### config.mk
export PLATFORM = sky130hd
export DESIGN_NAME = edge_det_matched
export DESIGN_NICKNAME = d
export VERILOG_FILES = /design/src/rtl/edge_det_matched.sv
export SDC_FILE = /design/constraint.sdc
export NUM_CORES = 2
export LEC_CHECK = 0
export CAP_MARGIN = 10
export CORE_UTILIZATION = 35
export DETAILED_ROUTE_END_ITERATION = 10
export PLACE_DENSITY = 0.53
export RECOVER_POWER = 100
export SETUP_SLACK_MARGIN = 0.02
export SYNTH_ARGS = -nofsm -noshare
export SYNTH_HDL_FRONTEND = slang
export SYNTH_SLANG_ARGS = --single-unit
### constraint.sdc
create_clock -name clk -period 3.85 [get_ports clk]
set_clock_uncertainty 0.15 [all_clocks]
set_input_delay 0.5775 -clock clk [delete_from_list [all_inputs] [get_ports clk]]
set_output_delay 0.5775 -clock clk [all_outputs]
set_load 0.01 [all_outputs]
### src/rtl/edge_det_matched.sv
// Boxcar step/edge detector for the ADC sample stream.
// A matched filter (newest half-window sum minus previous half-window sum)
// feeds a four-state detector with strict threshold crossing, holdoff dead
// time and hysteresis re-arm. It also keeps a sample-index timestamp of the
// last event and saturating rise/fall event counters.
//
// Pipeline: a sample accepted at edge k is captured at k, folded into conv
// at k+1 and judged at k+2, so a pulse is high in the cycle after k+2
// regardless of gaps in sample_valid.

module edge_det_matched #(
    parameter int DATA_W    = 14,
    parameter int LOG2_HALF = 6,
    parameter int HOLDOFF_W = 16,
    parameter int TS_W      = 32,
    parameter int CNT_W     = 16,
    localparam int SUM_W    = DATA_W + LOG2_HALF + 1
) (
    input  logic                 clk,
    input  logic                 rst_n,
    input  logic                 enable,
    input  logic                 sample_valid,
    input  logic [DATA_W-1:0]    sample,
    input  logic [SUM_W-2:0]     thresh,
    input  logic [SUM_W-2:0]     rearm,
    input  logic [HOLDOFF_W-1:0] holdoff,
    output logic [SUM_W-1:0]     conv,
    output logic                 conv_valid,
    output logic                 edge_rise,
    output logic                 edge_fall,
    output logic [TS_W-1:0]      event_ts,
    output logic [CNT_W-1:0]     rise_count,
    output logic [CNT_W-1:0]     fall_count,
    output logic [1:0]           det_state
);

    localparam int HALF   = 2 ** LOG2_HALF;
    localparam int N      = 2 * HALF;
    localparam int FILL_W = LOG2_HALF + 2;

    typedef enum logic [1:0] {
        ST_IDLE       = 2'd0,
        ST_ARMED      = 2'd1,
        ST_HOLDOFF    = 2'd2,
        ST_WAIT_REARM = 2'd3
    } state_t;

    // Saturating increment for the event counters: stick at all-ones.
    function automatic logic [CNT_W-1:0] sat_inc(input logic [CNT_W-1:0] v);
        return (&v) ? v : v + CNT_W'(1);
    endfunction

    // Capture stage
    logic                acc_r;
    logic [DATA_W-1:0]   smp_r;
    logic [TS_W-1:0]     smp_idx_r;
    logic [TS_W-1:0]     sample_idx_r;

    // Filter stage
    logic [DATA_W-1:0]         dl_r [N];
    logic signed [SUM_W-1:0]   conv_r;
    logic signed [SUM_W-1:0]   conv_nxt_s;
    logic signed [SUM_W-1:0]   s_new_s;
    logic signed [SUM_W-1:0]   d_half_s;
    logic signed [SUM_W-1:0]   d_full_s;
    logic [TS_W-1:0]           conv_idx_r;
    logic                      upd_r;
    logic [FILL_W-1:0]         fill_r;
    logic                      conv_valid_r;

    // Detector stage
    state_t                    state_r;
    logic [HOLDOFF_W-1:0]      ho_cnt_r;
    logic                      edge_rise_r;
    logic                      edge_fall_r;
    logic [TS_W-1:0]           event_ts_r;
    logic [CNT_W-1:0]          rise_cnt_r;
    logic [CNT_W-1:0]          fall_cnt_r;
    logic signed [SUM_W-1:0]   thr_s;
    logic signed [SUM_W-1:0]   rr_s;
    logic                      above_s;
    logic                      below_s;
    logic                      in_band_s;

    // Register accepted samples and stamp each with its sample index.
    always_ff @(posedge clk or negedge rst_n) begin
        if (!rst_n) begin
            acc_r        <= 1'b0;
            smp_r        <= '0;
            smp_idx_r    <= '0;
            sample_idx_r <= '0;
        end else if (!enable) begin
            acc_r        <= 1'b0;
            smp_r        <= '0;
        end else begin
            acc_r <= sample_valid;
            if (sample_valid) begin
                smp_r        <= sample;
                smp_idx_r    <= sample_idx_r;
                sample_idx_r <= sample_idx_r + TS_W'(1);
            end
        end
    end

    // Recursive boxcar update: add newest, move d[HALF] across halves, drop d[N].
    always_comb begin
        s_new_s    = $signed({{(SUM_W-DATA_W){1'b0}}, smp_r});
        d_half_s   = $signed({{(SUM_W-DATA_W){1'b0}}, dl_r[HALF-1]});
        d_full_s   = $signed({{(SUM_W-DATA_W){1'b0}}, dl_r[N-1]});
        conv_nxt_s = conv_r + s_new_s - (d_half_s <<< 1) + d_full_s;
    end

    // Delay line, filter accumulator and window-fill tracking.
    always_ff @(posedge clk or negedge rst_n) begin
        if (!rst_n) begin
            for (int i = 0; i < N; i++) begin
                dl_r[i] <= '0;
            end
            conv_r       <= '0;
            conv_idx_r   <= '0;
            upd_r        <= 1'b0;
            fill_r       <= '0;
            conv_valid_r <= 1'b0;
        end else if (!enable) begin
            for (int i = 0; i < N; i++) begin
                dl_r[i] <= '0;
            end
            conv_r       <= '0;
            upd_r        <= 1'b0;
            fill_r       <= '0;
            conv_valid_r <= 1'b0;
        end else begin
            upd_r <= acc_r;
            if (acc_r) begin
                conv_r     <= conv_nxt_s;
                conv_idx_r <= smp_idx_r;
                dl_r[0]    <= smp_r;
                for (int i = 1; i < N; i++) begin
                    dl_r[i] <= dl_r[i-1];
                end
                if (fill_r != FILL_W'(N)) begin
                    fill_r <= fill_r + FILL_W'(1);
                end
                if (fill_r >= FILL_W'(N - 1)) begin
                    conv_valid_r <= 1'b1;
                end
            end
        end
    end

    // Threshold and re-arm band comparisons on the registered filter output.
    always_comb begin
        thr_s     = $signed({1'b0, thresh});
        rr_s      = $signed({1'b0, rearm});
        above_s   = (conv_r > thr_s);
        below_s   = (conv_r < -thr_s);
        in_band_s = (conv_r >= -rr_s) && (conv_r <= rr_s);
    end

    // Detector FSM with registered pulses, timestamp and event counters.
    always_ff @(posedge clk or negedge rst_n) begin
        if (!rst_n) begin
            state_r     <= ST_IDLE;
            ho_cnt_r    <= '0;
            edge_rise_r <= 1'b0;
            edge_fall_r <= 1'b0;
            event_ts_r  <= '0;
            rise_cnt_r  <= '0;
            fall_cnt_r  <= '0;
        end else if (!enable) begin
            state_r     <= ST_IDLE;
            ho_cnt_r    <= '0;
            edge_rise_r <= 1'b0;
            edge_fall_r <= 1'b0;
        end else begin
            edge_rise_r <= 1'b0;
            edge_fall_r <= 1'b0;
            case (state_r)
                ST_IDLE: begin
                    if (conv_valid_r) begin
                        state_r <= ST_ARMED;
                    end
                end
                ST_ARMED: begin
                    if (upd_r && above_s) begin
                        edge_rise_r <= 1'b1;
                        rise_cnt_r  <= sat_inc(rise_cnt_r);
                        event_ts_r  <= conv_idx_r;
                        ho_cnt_r    <= '0;
                        state_r     <= ST_HOLDOFF;
                    end else if (upd_r && below_s) begin
                        edge_fall_r <= 1'b1;
                        fall_cnt_r  <= sat_inc(fall_cnt_r);
                        event_ts_r  <= conv_idx_r;
                        ho_cnt_r    <= '0;
                        state_r     <= ST_HOLDOFF;
                    end
                end
                ST_HOLDOFF: begin
                    if (ho_cnt_r >= holdoff) begin
                        state_r <= ST_WAIT_REARM;
                    end else if (upd_r) begin
                        ho_cnt_r <= ho_cnt_r + HOLDOFF_W'(1);
                    end
                end
                ST_WAIT_REARM: begin
                    if (upd_r && in_band_s) begin
                        state_r <= ST_ARMED;
                    end
                end
                default: begin
                    state_r <= ST_IDLE;
                end
            endcase
        end
    end

    assign conv       = conv_r;
    assign conv_valid = conv_valid_r;
    assign edge_rise  = edge_rise_r;
    assign edge_fall  = edge_fall_r;
    assign event_ts   = event_ts_r;
    assign rise_count = rise_cnt_r;
    assign fall_count = fall_cnt_r;
    assign det_state  = state_r;

endmodule
==> run_results.csv <==
group,metric,value,unit
global_routing,grt_overflow_total,0,
synthesis,synth-edff-count,0,
clocking,max-clock-path-buffers,3,
clocking,clkSinkCount,2018,
floorplan,dieArea,0.246,mm2
route,vias,50400,
pwr,p_leak,47.5,nW
timing,rsz0062_at_grt,"true",
setup_path,crit_chain,"clkdlybuf4s15_1 -> nor4_4 -> nand2_2 -> nor2_4 -> nand4_1 -> buf_4 -> nor3_4 -> xnor2_1 -> ha_1 -> nand4_1 -> or3_1 -> a2111o_1 -> and4_4 -> o21bai_4 -> buf_12 -> buf_12 -> clkbuf_1 -> buf_4 -> nor2_1 -> xor2_1",
global_routing,met1_usage,17.9,%
finish,drive_above_1_share,10.5,%
setup_path,crit_path_end_kind,"flip-flop",
setup_path,cp.arrival,4470,ps
clocking,root_buffer,"clkbuf_16",
route,vias_per_cell,4.68,
timing,hold_violations,0,
timing,tns,-99.0,ps
floorplan,die_h,496,um
setup_path,crit_required,4410,ps
route,dr.pass1.iters,5,
clocking,clock_latency,860,ps
finish,final_area,0.0997,mm2
route,drc,0,
floorplan,std_cell_rows,180,
floorplan,core-area,0.241,mm2
setup_path,critPathMaxStageDelay,420,ps
synthesis,synth_cell_type_count,70,
worst_hold_path,hold_start,"sample[7]",
clocking,htreeDepth,4,
placed_design,portBuffers,163,
floorplan,initial_core_util,35.3,%
setup_path,cp.depth,20,
setup_path,crit_start,"thresh[7]",
synthesis,async_flop_share,100,%
global_routing,grt_start_max_net_pins,157,
synthesis,synth-seq-cells,2018,
setup_path,crit_path_top_delay_cell,"or3_1",
worst_hold_path,hold_path.class,"input port to flip-flop",
placed_design,gp_congestion,0.816,
pwr,irDropWorstVdd,0.401,mV
floorplan,design.portCount,164,
setup_path,crit_fanout,8,
clocking,tritoncts,"built",
placed_design,pre_cts_ws,-1010,ps
timing,max_freq,0.256,GHz
status,status,"finished with violations",
route,drtIter0Drc,3119,
placed_design,place_area,0.0923,mm2
synthesis,syn-num-nets,7379,
setup_path,crit_family,"simple AND/OR/NAND/NOR gates",
timing,setup_viol,2,
synthesis,ys_seq_area_share,59.2,%
synthesis,netlist_area,0.0853,mm2
setup_path,crit_type,"input port to flip-flop",
timing,maxSlewViolCount,243,
timing,tightestPinTransition,2610,ps
synthesis,ys.flop_type,"dfrtp_1",
finish,area_growth,16.9,%
setup_path,reg2reg_depth,14,
timing,worst_hold_slack,197,ps
finish,final_nets,7643,
timing,period_needed,3910,ps
synthesis,yosys_warnings,0,
status,violations,"capacitance limit, slew limit, setup timing",
global_routing,grt_use_met2,22.9,%
timing,fin_crit_sh,101,%
clocking,clk_pin_slew,60,ps
placed_design,dp_hpwl,103000,um
global_routing,antenna_found_initial,6,
setup_path,cp.buffers_inverters,6,
setup_path,worstReg2RegStart,"smp_r[8]$_DFFE_PN0P_",
global_routing,use_met3,2.18,%
job,maxCapViolCount,3,
global_routing,top_usage_layer,"met2",
setup_path,cp-start-kind,"input port",
worst_hold_path,hold_depth,3,
synthesis,syn_avg_cell_area,11.9,um2
global_routing,grt_pass1_wl,277000,um
timing,slew_headroom,-74.0,%
global_routing,grt_pass1_vias,51500,
floorplan,die_width,496,um
global_routing,grt_usage,13.6,%
route,wire_per_inst,15.3,um
clocking,numCtsBuffers,212,
timing,fin_ws,-57.5,ps
route,wirelength,165000,um
synthesis,synth_cells,7143,
pwr,p_per_area,486,mW/mm2
route,ant_nets,0,
==> area by class of cell <==
class,instances,area (um2)
Antenna cell,4,10.0
Clock buffer,327,6420
Clock inverter,65,933
Fill cell,23000,142000
Inverter,137,518
Multi-Input combinational cell,4558,32900
Sequential cell,2018,50500
Tap cell,3185,3990
Timing Repair Buffer,480,4440
==> power by group <==
part           internal, mW  leakage, nW  switching (mW)  total, mW
Combinational          2.44         15.8            3.33       5.77
Sequential             21.4         28.2           0.221       21.6
Clock                  12.4         3.60            8.60       21.0
Total                  36.3         47.5            12.2       48.4
==> final timing paths <==
path / endpoint / slack, ps
min in group asynchronous: dl_r[496]$_DFFE_PN0P_ / 960
max in group asynchronous: dl_r[264]$_DFFE_PN0P_ / 390
worst min register to register: dl_r[492]$_DFFE_PN0P_ / 330
worst min-delay path: smp_r[7]$_DFFE_PN0P_ / 200
worst max register to register: conv[19]$_DFFE_PN0P_ / 10
worst max-delay path: fall_count[14]$_DFFE_PN0P_ / -60
==> cell usage in the layout, fill, tap and decap left out, types with 28 or more instances in the layout <==
| cell type | synthesis | final |
|---|---|---|
| mux2_4 | 30 | 30 |
| mux2_2 | 70 | 70 |
| clkbuf_8 | 0 | 64 |
| buf_12 | 0 | 40 |
| nand3_1 | 53 | 52 |
| clkbuf_16 | 0 | 217 |
| mux2i_1 | 1820 | 1820 |
| nor2_1 | 1879 | 1877 |
| xor2_1 | 35 | 35 |
| dlygate4sd3_1 | 0 | 87 |
| a21oi_1 | 46 | 42 |
| clkbuf_1 | 304 | 83 |
| dfrtp_1 | 2018 | 2014 |
| clkdlybuf4s50_1 | 0 | 67 |
| and3_1 | 38 | 36 |
| inv_1 | 136 | 125 |
| nand2_1 | 75 | 75 |
| o21ai_0 | 38 | 34 |
| buf_4 | 1 | 195 |
| xnor2_1 | 78 | 78 |
| ha_1 | 135 | 131 |
| clkinv_2 | 0 | 28 |
==> Yosys cell counts (3+ instances only) <==
cell type / number / area share [%]
buf_1: 117 / 0.51
o31ai_1: 22 / 0.19
xor2_1: 35 / 0.36
nor4_1: 14 / 0.10
and3_1: 38 / 0.28
nand3_1: 53 / 0.31
buf_2: 4 / 0.023
fa_1: 27 / 0.63
mux2_2: 70 / 0.92
nand3b_1: 4 / 0.035
o21ai_0: 38 / 0.22
o211ai_1: 7 / 0.062
a211o_1: 3 / 0.031
nand2_1: 75 / 0.33
nand4b_1: 3 / 0.031
o21a_1: 7 / 0.062
nor2_1: 1879 / 8.3
buf_6: 4 / 0.053
nor2b_1: 7 / 0.051
ha_1: 135 / 2.0
a21oi_1: 46 / 0.27
nor3_1: 26 / 0.15
dfrtp_1: 2018 / 59
a211oi_1: 10 / 0.088
mux2i_1: 1820 / 21
o21bai_1: 7 / 0.062
and4_1: 4 / 0.041
a21o_1: 19 / 0.17
nand2b_1: 14 / 0.10
xnor2_1: 78 / 0.80
mux2_4: 30 / 0.53
inv_1: 136 / 0.60
clkbuf_1: 304 / 1.3
a31oi_1: 9 / 0.066
o41ai_1: 4 / 0.041
or3_1: 8 / 0.059
nand4_1: 27 / 0.20
==> sequential cells by signal, indices dropped and copies added, names as in the netlist, 16 cells and up <==
name	flops
dl_r	1764
conv_idx_r	32
event_ts	32
sample_idx_r	32
smp_idx_r	32
conv	21
fall_count	16
ho_cnt_r	16
rise_count	16
==> metal layers <==
| metal | vias up | share of wire [%] |
|---|---|---|
| met4 | 0 | 2.8 |
| met2 | 453 | 49 |
| met3 | 275 | 2.7 |
| met1 | 25100 | 46 |
| met5 | - | 0 |
| li1 | 24600 | - |
==> cell families (layout without fill, tap and decap cells) <==
logic type | after synthesis | count (layout) | synth area share [%]
xor gates and xnor gates | 113 | 113 | 1.16
adders and majority gates | 162 | 162 | 2.61
and+or+nand+nor | 2168 | 2168 | 10.1
DFF | 2018 | 2018 | 59.2
AOI/OAI and AO/OA | 195 | 195 | 1.54
other | 0 | 4 | 0
buffers and inverters | 567 | 1009 | 2.54
muxes | 1920 | 1920 | 22.8
==> worst min-delay path, stage by stage <==
cell	delay (ps)
clkdlybuf4s50_1	400
mux2i_1	130
nor2_1	50
==> through the flow <==
step	total power, mW	utilization [%]	instances
2_1_floorplan	25.2	-	7143
3_3_place_gp	27.7	38.2	10300
3_5_place_dp	27.7	38.2	10300
4_1_cts	49.3	41.3	10700
5_1_grt	50.8	41.3	10800
6_report	48.4	41.3	10800
==> repair_timing <==
item	in CTS	in global routing
hold buffers	1	0
pin swaps	17	48
resized for setup	19	51
gates cloned	0	4
endpoints found under the setup margin	13	74
endpoints found under the hold margin	239	0
buffers inserted	5	19
(Power assumes the default switching activity.)
